$ cat config.mk
export PLATFORM = sky130hd
export DESIGN_NAME = text_engine
export DESIGN_NICKNAME = d
export VERILOG_FILES = /design/src/rtl/text_engine.sv
export SDC_FILE = /design/constraint.sdc
export NUM_CORES = 1
export LEC_CHECK = 0
export BUFFER_PORTS_ARGS = -buffer_cell sky130_fd_sc_hd__buf_2
export CORE_AREA = 4 4 63 65
export CTS_CLUSTER_DIAMETER = 50
export CTS_CLUSTER_SIZE = 28
export DETAILED_ROUTE_END_ITERATION = 8
export DIE_AREA = 0 0 67 69
export PLACE_DENSITY = 0.8
export SLEW_MARGIN = 5
export SYNTH_ARGS = -nofsm -noshare
export SYNTH_HDL_FRONTEND = slang
export SYNTH_SLANG_ARGS = --single-unit
$ cat constraint.sdc
create_clock -name clk -period 1.3 [get_ports clk]
set_input_delay 0.195 -clock clk [delete_from_list [all_inputs] [get_ports clk]]
set_output_delay 0.195 -clock clk [all_outputs]
set_load 0.02 [all_outputs]
$ cat src/rtl/text_engine.sv
// Text-mode pixel engine: maps an OLED byte address to a glyph column byte via text store and font ROM.
// Optional TEXT_ENGINE_INVERT_EN adds an invert input that complements the delivered byte.
module text_engine (
    input  logic        clk,
    input  logic        rst,
`ifdef TEXT_ENGINE_INVERT_EN
    input  logic        invert,
`endif
    input  logic [9:0]  pixelAddress,
    input  logic        reqValid,
    output logic        busy,
    output logic [5:0]  charAddress,
    input  logic [7:0]  charOutput,
    output logic [10:0] fontAddress,
    output logic        fontRead,
    input  logic [7:0]  fontByte,
    output logic [7:0]  pixelData,
    output logic        pixelValid
);

    localparam int unsigned AddrW     = 10;
    localparam int unsigned ByteW     = 8;
    localparam int unsigned GlyphW    = 7;
    localparam int unsigned FontAddrW = 11;

    typedef enum logic [1:0] {
        IDLE  = 2'd0,
        CHAR  = 2'd1,
        FONT  = 2'd2,
        LATCH = 2'd3
    } stateT;

    stateT              state;
    stateT              stateNext;
    logic               accept;
    logic [AddrW-1:0]   addrQ;
    logic               printableQ;
    logic               invertQ;
    logic               charPrintable;
    logic [GlyphW-1:0]  glyph;
    logic [ByteW-1:0]   fontSel;
    logic [ByteW-1:0]   pixelNext;

    // State register
    always_ff @(posedge clk) begin
        if (rst) begin
            state <= IDLE;
        end else begin
            state <= stateNext;
        end
    end

    // Next-state: one fixed pass through CHAR/FONT/LATCH per accepted request
    always_comb begin
        stateNext = state;
        accept    = 1'b0;
        case (state)
            IDLE: begin
                if (reqValid) begin
                    stateNext = CHAR;
                    accept    = 1'b1;
                end
            end
            CHAR:    stateNext = FONT;
            FONT:    stateNext = LATCH;
            LATCH:   stateNext = IDLE;
            default: stateNext = IDLE;
        endcase
    end

    // Glyph lookup: printable range 0x20-0x7F maps onto 96 glyphs of 16 bytes
    always_comb begin
        charPrintable = ~charOutput[7] & (|charOutput[6:5]);
        glyph         = GlyphW'(charOutput[6:0] - 7'h20);
        fontSel       = printableQ ? fontByte : '0;
`ifdef TEXT_ENGINE_INVERT_EN
        pixelNext     = invertQ ? ~fontSel : fontSel;
`else
        pixelNext     = fontSel;
`endif
    end

    // Text row holds 16 chars; two OLED pages per text row
    assign charAddress = {addrQ[9:8], addrQ[6:3]};

    always_ff @(posedge clk) begin
        if (rst) begin
            addrQ       <= '0;
            printableQ  <= 1'b0;
            invertQ     <= 1'b0;
            fontAddress <= '0;
            fontRead    <= 1'b0;
            pixelData   <= '0;
            pixelValid  <= 1'b0;
            busy        <= 1'b0;
        end else begin
            busy       <= (stateNext != IDLE);
            pixelValid <= (state == LATCH);
            fontRead   <= (state == CHAR) && charPrintable;
            if (accept) begin
                addrQ <= pixelAddress;
`ifdef TEXT_ENGINE_INVERT_EN
                invertQ <= invert;
`else
                invertQ <= 1'b0;
`endif
            end
            if (state == CHAR) begin
                printableQ  <= charPrintable;
                fontAddress <= FontAddrW'({glyph, addrQ[7], addrQ[2:0]});
            end
            if (state == LATCH) begin
                pixelData <= pixelNext;
            end
        end
    end

endmodule

# Word level (Yosys, flattened, before mapping)
# Cells that the tools add are included.
# Widths: inputs -> output; s select.
[totals]
reg_bits = 35
input_bits = 29
output_inout_bits = 28
[op_classes]
addsub = 1
n_eq_ne = 3
muxes = 5
n_bitwise = 2
n_reduce_logical = 4
[ops]
columns = ["op", "n"]
rows = [
  ["$mux 8", 1],
  ["$pmux 2 s4", 1],
  ["$sub 7x6->7 const B", 1],
  ["$eq 2x2->1 const B", 2],
  ["$eq 2x1->1 const B", 1],
  ["$logic_not 2->1", 1],
  ["$mux 1", 2],
  ["$mux 2", 1],
  ["$reduce_bool 2->1", 1],
  ["$reduce_or 2->1", 1],
  ["$and 1x1->1", 1],
  ["$logic_and 1x1->1", 1],
  ["$not 1->1", 1],
]

# Logic depth before layout (Yosys ltp)
# Gate-level depths: netlist of run 1.
[depth]
depth_word = 3
depth_mapped = 6

# Least setup slack after synthesis of run 1
# No wires, ideal clock.
[synth_timing]
path_type = "flip-flop to flip-flop"
from = "reg state[0]"
to = "reg addrQ[8]"
setup_time_ns = 0.070
arrival_ns = 1.146
t_required_ns = 1.230
path_slack_ns = 0.084
stages_incl_launch_ff = 6
synth_period_minus_slack_ns = 1.216
path_cell_list = "dfxtp_1 > inv_1 > ha_1 > clkbuf_1 > a21bo_2 > a21oi_1"
[synth_between]
elab_chain_len = 2
[synth_rtl]
columns = ["item", "line", "source"]
rows = [
  ["start, declared", "33", "stateT state;"],
  ["start signal, assigned", "49", "state <= stateNext;"],
  ["$logic_not 2->1", "57", "case (state)"],
  ["$mux 1", "57", ""],
  ["end signal, assigned", "101", "addrQ <= pixelAddress;"],
  ["end, declared", "36", "logic [AddrW-1:0] addrQ;"],
]
# No other way between the ends.
# A chain may end at the register's enable or synchronous reset.

# Worst setup path in the final report of run 1
[layout_timing]
from = "reg state[0]"
to = "reg addrQ[6]"
# The elaborated chain is that of the path after synthesis.

==> qor_table.md, run 1 <==
| Metric | Reported |
| --- | --- |
| TritonCTS clock tree | yes |
| Synth area leaders | dfxtp_1, a21bo_2, a21oi_1 |
| Class of the most critical setup path | register to register |
| Net switching fraction of the power | 35.21% |
| Initial core utilization | 43.31% |
| Clk Tree Root Cell | clkbuf_4 |
| Post-Route M1 WL | 1205 um |
| Post-Place Cells | 244 |
| Fillcell total | 324 |
| Critical path capture point type | register |
| Clock network latency to the later pin of the worst-skew pair | 0.33 ns |
| Final non-filler cell area | 1852 um^2 |
| # port buffers | 56 |
| Ratio of cells with drive above 1 in the final layout | 43.20% |
| Leakage power | 0.8438 nW |
| Antenna diodes | 0 |
| Vias in the first global route | 1118 |
| Maximum capacitance violations | 0 |
| Synth area leader | dfxtp_1 |
| Vertical die dimension | 69 um |
| Count of different cell masters after synthesis | 19 |
| Arrival time at the worst endpoint | 1.49 ns |
| Synthesized area | 1445 um^2 |
| Cell class contributing the biggest share of worst-path delay | flip-flops |
| Total wire length after detailed routing | 2862 um |
| Final Wtd Congestion | 0.7794 |
| Overflow left after global routing | 0 |
| Final standard cell count with taps included and fillers excluded | 252 |
| Biggest fanout along the worst timing path | 8 |
| Wire length of the first global-routing pass | 4761 um |
| Average vias per placed instance | 4.655 |
| Routed wire per std cell | 11.36 um |
| Share of synthesized area spent on multiplexers | 6.234% |
| Final critical-path share of the clock period | 92.80% |
| Largest family of logic cells by synthesized area | compound AO/OA/AOI/OAI gates |
| Number of top-level design ports | 57 |
| Clk sinks | 35 |
| CP required | 1.58 ns |
| Maximum number of pins on one net before global-route repair | 22 |
| Worst hold-check path type | primary input to register |
| TritonCTS Buffers | 5 |
| CP bufs+invs | 2 |
| Fraction of power consumed by combinational cells | 41.2% |
| Number of hold buffers added after cts | 0 |
| Average cell area after synthesis | 9.570 um^2 |
| Number of vias after detailed routing | 1173 |
| Most used DFF post-synth | dfxtp_1 |
| Number of synthesized flops with an enable pin | 0 |
| TNS Setup | 0 ns |
| Hold violation total from the final report | 0 |
| Initial antenna violation count | 0 |
| Power density over the cells | 1880 nW/um^2 |
| Commonest cells after routing, fill and taps aside | buf_2, dfxtp_1, nand3_1, a21oi_1, nor2_1 |
| Final-report setup violation count | 0 |
| XOR/XNOR Fraction of Synth Area | 0% |
| Cell-by-cell listing of the critical path | inv_1 -> ha_2 -> buf_4 -> a21bo_2 -> a21oi_2 |
| Setup skew after layout | 0.01075 ns |
| Fraction of the mapped netlist area in compound gates | 15.93% |
| Transition time of the tightest slew-check pin | 0.3953 ns |
| Crit start category | register |
| Post-detail-place hpwl | 2110 um |
| Drt first-iter violations | 31 |
| Area of the multi-input gates | 635.6 um^2 |
| Final critical delay including setup and external delays | 1.206 ns |
| Area fraction in and, or, nand and nor cells after synthesis | 15.76% |
| Maximum achievable frequency | 828.9 MHz |
| Met3 layer wire length in the routed design | 291 um |
| Gate count after technology mapping | 151 |
| Post-detailed-placement cell area | 1760 um^2 |
| Die area | 4623 um^2 |
| Buffer depth of the longest clock path | 2 |
| Clk pin slew, worst setup/hold paths | 0.10 ns |
| Internal power consumption | 0.002256 W |
| Top layer used by detailed routing | met4 |
| Run status | finished, final reports clean |
| Total area of sequential cells | 703.2 um^2 |
| Slowest stage delay, CP | 0.37 ns |
| Horizontal die dimension | 67 um |
| Most frequent standard cell in the layout excluding fill and tap cells | buf_2 |
| RSZ-0062 raised after global routing | no |
| Highest ir drop seen on vdd | 0.8181 mV |
| Count of yosys warnings during synthesis | 0 |
| Synth-to-Final Area Change | 28.14% |
| Clock power share | 18.9% |
| Total nets after synthesis | 186 |
| Drt drc | 0 |
| Top cell type's share of synthesized area | 48.48% |
| Async SR Flop Fraction | 0% |
| Core area | 3337 um^2 |
| Sequential fraction of design power | 40.0% |
| Normalized max-slew margin | 73.65% |
| Part of the Yosys area used for sequential elements | 48.48% |
| First drt pass iteration count | 4 |
| Post-route total power | 0.003482 W |
| Number of register bits inferred by synthesis | 35 |
| Maximum level of the CTS H-tree | 2 |
| Net count reported at finish | 240 |
| Metal2 WL | 1298 um |
| Net switching power | 0.001226 W |
| Fin util | 55.49% |
| Adder-cell area share of the yosys netlist | 5.195% |
| Slowest-stage cell, CP | dfxtp_2 |
| Global-route usage over all layers | 13.42% |
| Antenna Nets Post-Route | 0 |
| Standard-cell rows | 21 |
| Max Transition Viols Final | 0 |
## worst paths after layout
| kind | from | slack [ns] | endpoint | depth (start not counted) |
|---|---|---|---|---|
| hold / removal | charOutput[7] | 0.03 | fontRead | 2 |
| setup / recovery | state[0] | 0.09 | addrQ[6] | 5 |
| setup reg to reg | state[0] | 0.09 | addrQ[6] | 5 |
| hold reg to reg | pixelData[3] | 0.47 | pixelData[3] | 2 |
## cell usage after synthesis, drive strengths merged, types with 3 or more instances
master and number:
dfxtp 35, a21oi 19, nand3 18, nor2 14, buf 12, a21bo 10
mux2i 9, nand2b 9, clkbuf 6, ha 6, inv 5, a211oi 3
## timing repair
item                                    in CTS  in global routing
buffers inserted                             0                  0
endpoints found under the setup margin       3                 16
cloned                                       0                  0
gates resized for setup                      1                  7
pin swaps                                    0                  0
## metal layers
metal,GRT usage [%],vias up
met1,15.02,510
met5,0,-
met2,21.40,41
li1,-,615
met3,4.545,7
met4,8.108,0
## worst register-to-register path: stages (launching register included)
cell	delay (ns)
dfxtp_2	0.37
inv_1	0.08
ha_2	0.20
buf_4	0.16
a21bo_2	0.22
a21oi_2	0.12
## logic make-up after synthesis
logic type,after synthesis
AO/OA/AOI/OAI,33
adder cells (fa/ha/maj),6
buffers and inverters,23
flip-flops,35
multiplexers,9
AND/OR/NAND/NOR,45
## state kept, by name, indices dropped and copies added, names as in the netlist
register     flops
addrQ           10
busy             1
fontAddress     11
fontRead         1
pixelData        8
pixelValid       1
printableQ       1
state            2
## cell type report
type / count / area share [%]
inverter: 5 / 1.014
clock buffer: 8 / 3.716
timing repair buffer: 65 / 19.86
tap: 46 / 3.108
sequential: 35 / 37.97
multi-input combinational: 93 / 34.32
## metrics by stage
stage,setup slack [ns],hold WS [ns]
2_1_floorplan,0.08440,0.2743
3_3_place_gp,0.07750,0.3828
3_5_place_dp,-0.001876,0.3851
4_1_cts,0.004806,0.01266
5_1_grt,0.01876,0.02011
6_report,0.09355,0.03220
## power groups by stage
stage               Combinational (W)  Sequential, W  Clock [W]
finish                        0.00143        0.00139   0.000657
CTS                           0.00139        0.00139   0.000684
detailed placement            0.00139        0.00141          0
global route                  0.00158        0.00142   0.000732
global placement              0.00137        0.00140          0
floorplan                    0.000920        0.00151          0
Power figures use the tool's default switching activity.
==> inputs of run 2 (changes only) <==
GPL_TIMING_DRIVEN = 0   (was default)
==> run 2 against run 1 <==
Sequential share of layout area down 0.070 points. Final area up 0.54%. Worst hold slack better by 0.0016 ns. Routed wire length up 5.2%. Clock skew about the same. Sequential cell count unchanged. Die area unchanged. Highest routed layer unchanged.
==> qor_table.md, run 2 (same netlist as run 1, synthesis figures left out) <==
| Metric | Reported | Change |
| --- | --- | --- |
| Run status | finished, final reports clean | unchanged |
| Vertical die dimension | 69 um | unchanged |
| Leakage power | 0.8630 nW | was 0.8438 nW |
| Critical path origin | state[1] | was state[0] |
| Clk Tree Root Cell | clkbuf_4 | unchanged |
| RSZ-0062 raised after global routing | yes | was no |
| Crit Reg-Reg Endpoint | printableQ | was addrQ[6] |
| Arrival time at the worst endpoint | 1.50 ns | was 1.49 ns |
| Cell class contributing the biggest share of worst-path delay | simple AND/OR/NAND/NOR gates | was flip-flops |
| Antenna Nets Post-Route | 0 | unchanged |
| End point of the critical path | printableQ | was addrQ[6] |
| Number of top-level design ports | 57 | unchanged |
| Clk pin slew, worst setup/hold paths | 0.10 ns | about the same |
| Setup repair bufs after CTS | 0 | unchanged |
| Transition time of the tightest slew-check pin | 0.4560 ns | was 0.3953 ns |
| Slowest-stage cell, CP | or3b_1 | was dfxtp_2 |
| Net count reported at finish | 248 | was 240 |
| Final-report setup violation count | 0 | unchanged |
| Routed wire per std cell | 11.63 um | was 11.36 um |
| Critical path capture point type | register | unchanged |
| Post-detail-place hpwl | 2220 um | was 2110 um |
| Maximum level of the CTS H-tree | 2 | unchanged |
| Ratio of cells with drive above 1 in the final layout | 42.72% | was 43.20% |
| Slowest stage delay, CP | 0.36 ns | was 0.37 ns |
| Clock network latency to the later pin of the worst-skew pair | 0.33 ns | about the same |
| Clk sinks | 35 | unchanged |
| Maximum number of pins on one net before global-route repair | 11 | was 22 |
| Final critical-path share of the clock period | 93.93% | was 92.80% |
| Crit path depth | 5 | unchanged |
| CP bufs+invs | 2 | unchanged |
| TritonCTS clock tree | yes | unchanged |
| Register with the most flip-flops | fontAddress | unchanged |
| Core area | 3337 um^2 | unchanged |
| TNS Setup | 0 ns | unchanged |
| Biggest fanout along the worst timing path | 7 | was 8 |
| Overflow left after global routing | 0 | unchanged |
| Final critical delay including setup and external delays | 1.221 ns | was 1.206 ns |
| Number of hold buffers added after cts | 0 | unchanged |
| First drt pass iteration count | 4 | unchanged |
| Fin Hold WS | 0.03380 ns | was 0.03220 ns |
| Maximum achievable frequency | 818.9 MHz | was 828.9 MHz |
| Leading registers by flop count | fontAddress (11), addrQ (10), pixelData (8) | unchanged |
| Wire length of the first global-routing pass | 4995 um | was 4761 um |
| Flip-flop count of the largest register after layout | 11 | unchanged |
| Maximum capacitance violations | 0 | unchanged |
| Fin util | 55.79% | was 55.49% |
| Cell-by-cell listing of the critical path | inv_2 -> ha_1 -> buf_6 -> or3b_1 -> a21oi_2 | was inv_1 -> ha_2 -> buf_4 -> a21bo_2 -> a21oi_2 |
| Standard-cell rows | 21 | unchanged |
| Final Wtd Congestion | 0.6716 | was 0.7794 |
| Horizontal die dimension | 67 um | unchanged |
| Max Transition Viols Final | 0 | unchanged |
| Drt first-iter violations | 52 | was 31 |
| Initial antenna violation count | 0 | unchanged |
| Worst hold-check path type | primary input to register | unchanged |
| Hold violation total from the final report | 0 | unchanged |
| Number of vias after detailed routing | 1207 | was 1173 |
| Die area | 4623 um^2 | unchanged |
| Total wire length after detailed routing | 3012 um | was 2862 um |
| Highest ir drop seen on vdd | 0.7108 mV | was 0.8181 mV |
| Initial core utilization | 43.31% | unchanged |
| Drt drc | 0 | unchanged |
| Class of the most critical setup path | register to register | unchanged |
| Reg-to-reg startpoint | state[1] | was state[0] |
| Flop-to-flop setup slack | 0.08 ns | was 0.09 ns |
| # port buffers | 55 | was 56 |
| TritonCTS Buffers | 5 | unchanged |
| CP required | 1.58 ns | about the same |
| Power density over the cells | 1855 nW/um^2 | was 1880 nW/um^2 |
| Post-route total power | 0.003454 W | was 0.003482 W |
| Synth-to-Final Area Change | 28.83% | was 28.14% |
| Crit start category | register | unchanged |
| Commonest cells after routing, fill and taps aside | buf_2, dfxtp_1, nand3_1, a21oi_1, nor2_1 | unchanged |
| Antenna diodes | 0 | unchanged |
| Normalized max-slew margin | 69.60% | was 73.65% |
| Average vias per placed instance | 4.660 | was 4.655 |
| Most frequent standard cell in the layout excluding fill and tap cells | buf_2 | unchanged |
| Vias in the first global route | 1190 | was 1118 |
| Buffer depth of the longest clock path | 2 | unchanged |
| Worst Reg-to-Reg Cells | 5 | unchanged |
| Global-route usage over all layers | 13.76% | was 13.42% |
| Setup skew after layout | 0.01074 ns | was 0.01075 ns |
-- run 2: cell count changes in the layout (fill, tap and decap cells not counted), moves of 2 or more --
cell,previous run,this run
clkbuf_1,1,4
a21oi_2,3,1
a21oi_1,16,18
buf_2,56,60
-- run 2: what timing repair did --
item	4_1_cts	5_1_grt
gates cloned	0	0
setup endpoints to repair	11	26
gates resized for setup	5	9
-- run 2: area by class of cell --
class / instances / area (um^2)
sequential: 35 / 705.7
clock buffer: 6 / 51.30
clock inverter: 1 / 5.005
timing repair buffer: 55 / 275.3
inverter: 5 / 18.77
buffer: 18 / 122.6
fill: 343 / 1475
tap: 46 / 57.56
multi-input combinational: 93 / 625.6
-- run 2: worst min-delay path by stage --
stage | endpoint | slack [ns] | start | cells after the start
after floorplan | fontRead | 0.27 | charOutput[7] | 1
after global placement | fontRead | 0.38 | charOutput[7] | 2
after detailed placement | fontRead | 0.38 | charOutput[7] | 2
after CTS | fontRead | 0.02 | charOutput[7] | 2
after global routing | fontRead | 0.04 | charOutput[7] | 2
final | fontRead | 0.03 | charOutput[7] | 2
-- run 2: routing by layer --
| metal | track usage (%) | part of all wire, % | wire length (um) |
|---|---|---|---|
| met5 | 0 | 0 | 0 |
| met4 | 6.757 | 2.3 | 68 |
| met3 | 4.058 | 8.1 | 245 |
| met2 | 22.60 | 44 | 1332 |
| met1 | 15.86 | 45 | 1365 |
-- run 2: power by group --
group	internal, W	switching [W]	total (W)
Clock	0.000251	0.000343	0.000594
Combinational	0.000670	0.000803	0.00147
Sequential	0.00129	0.0000999	0.00139
Total	0.00221	0.00125	0.00345
-- run 2: metrics by stage --
step                      cells  cell area, um^2  worst slack, ns
final                       259             1862          0.07887
after global routing        259             1862        -0.009310
after CTS                   259             1844          0.01713
after detailed placement    252             1778         -0.09438
after global placement      252             1778         -0.05712
after floorplan             151             1445          0.08440
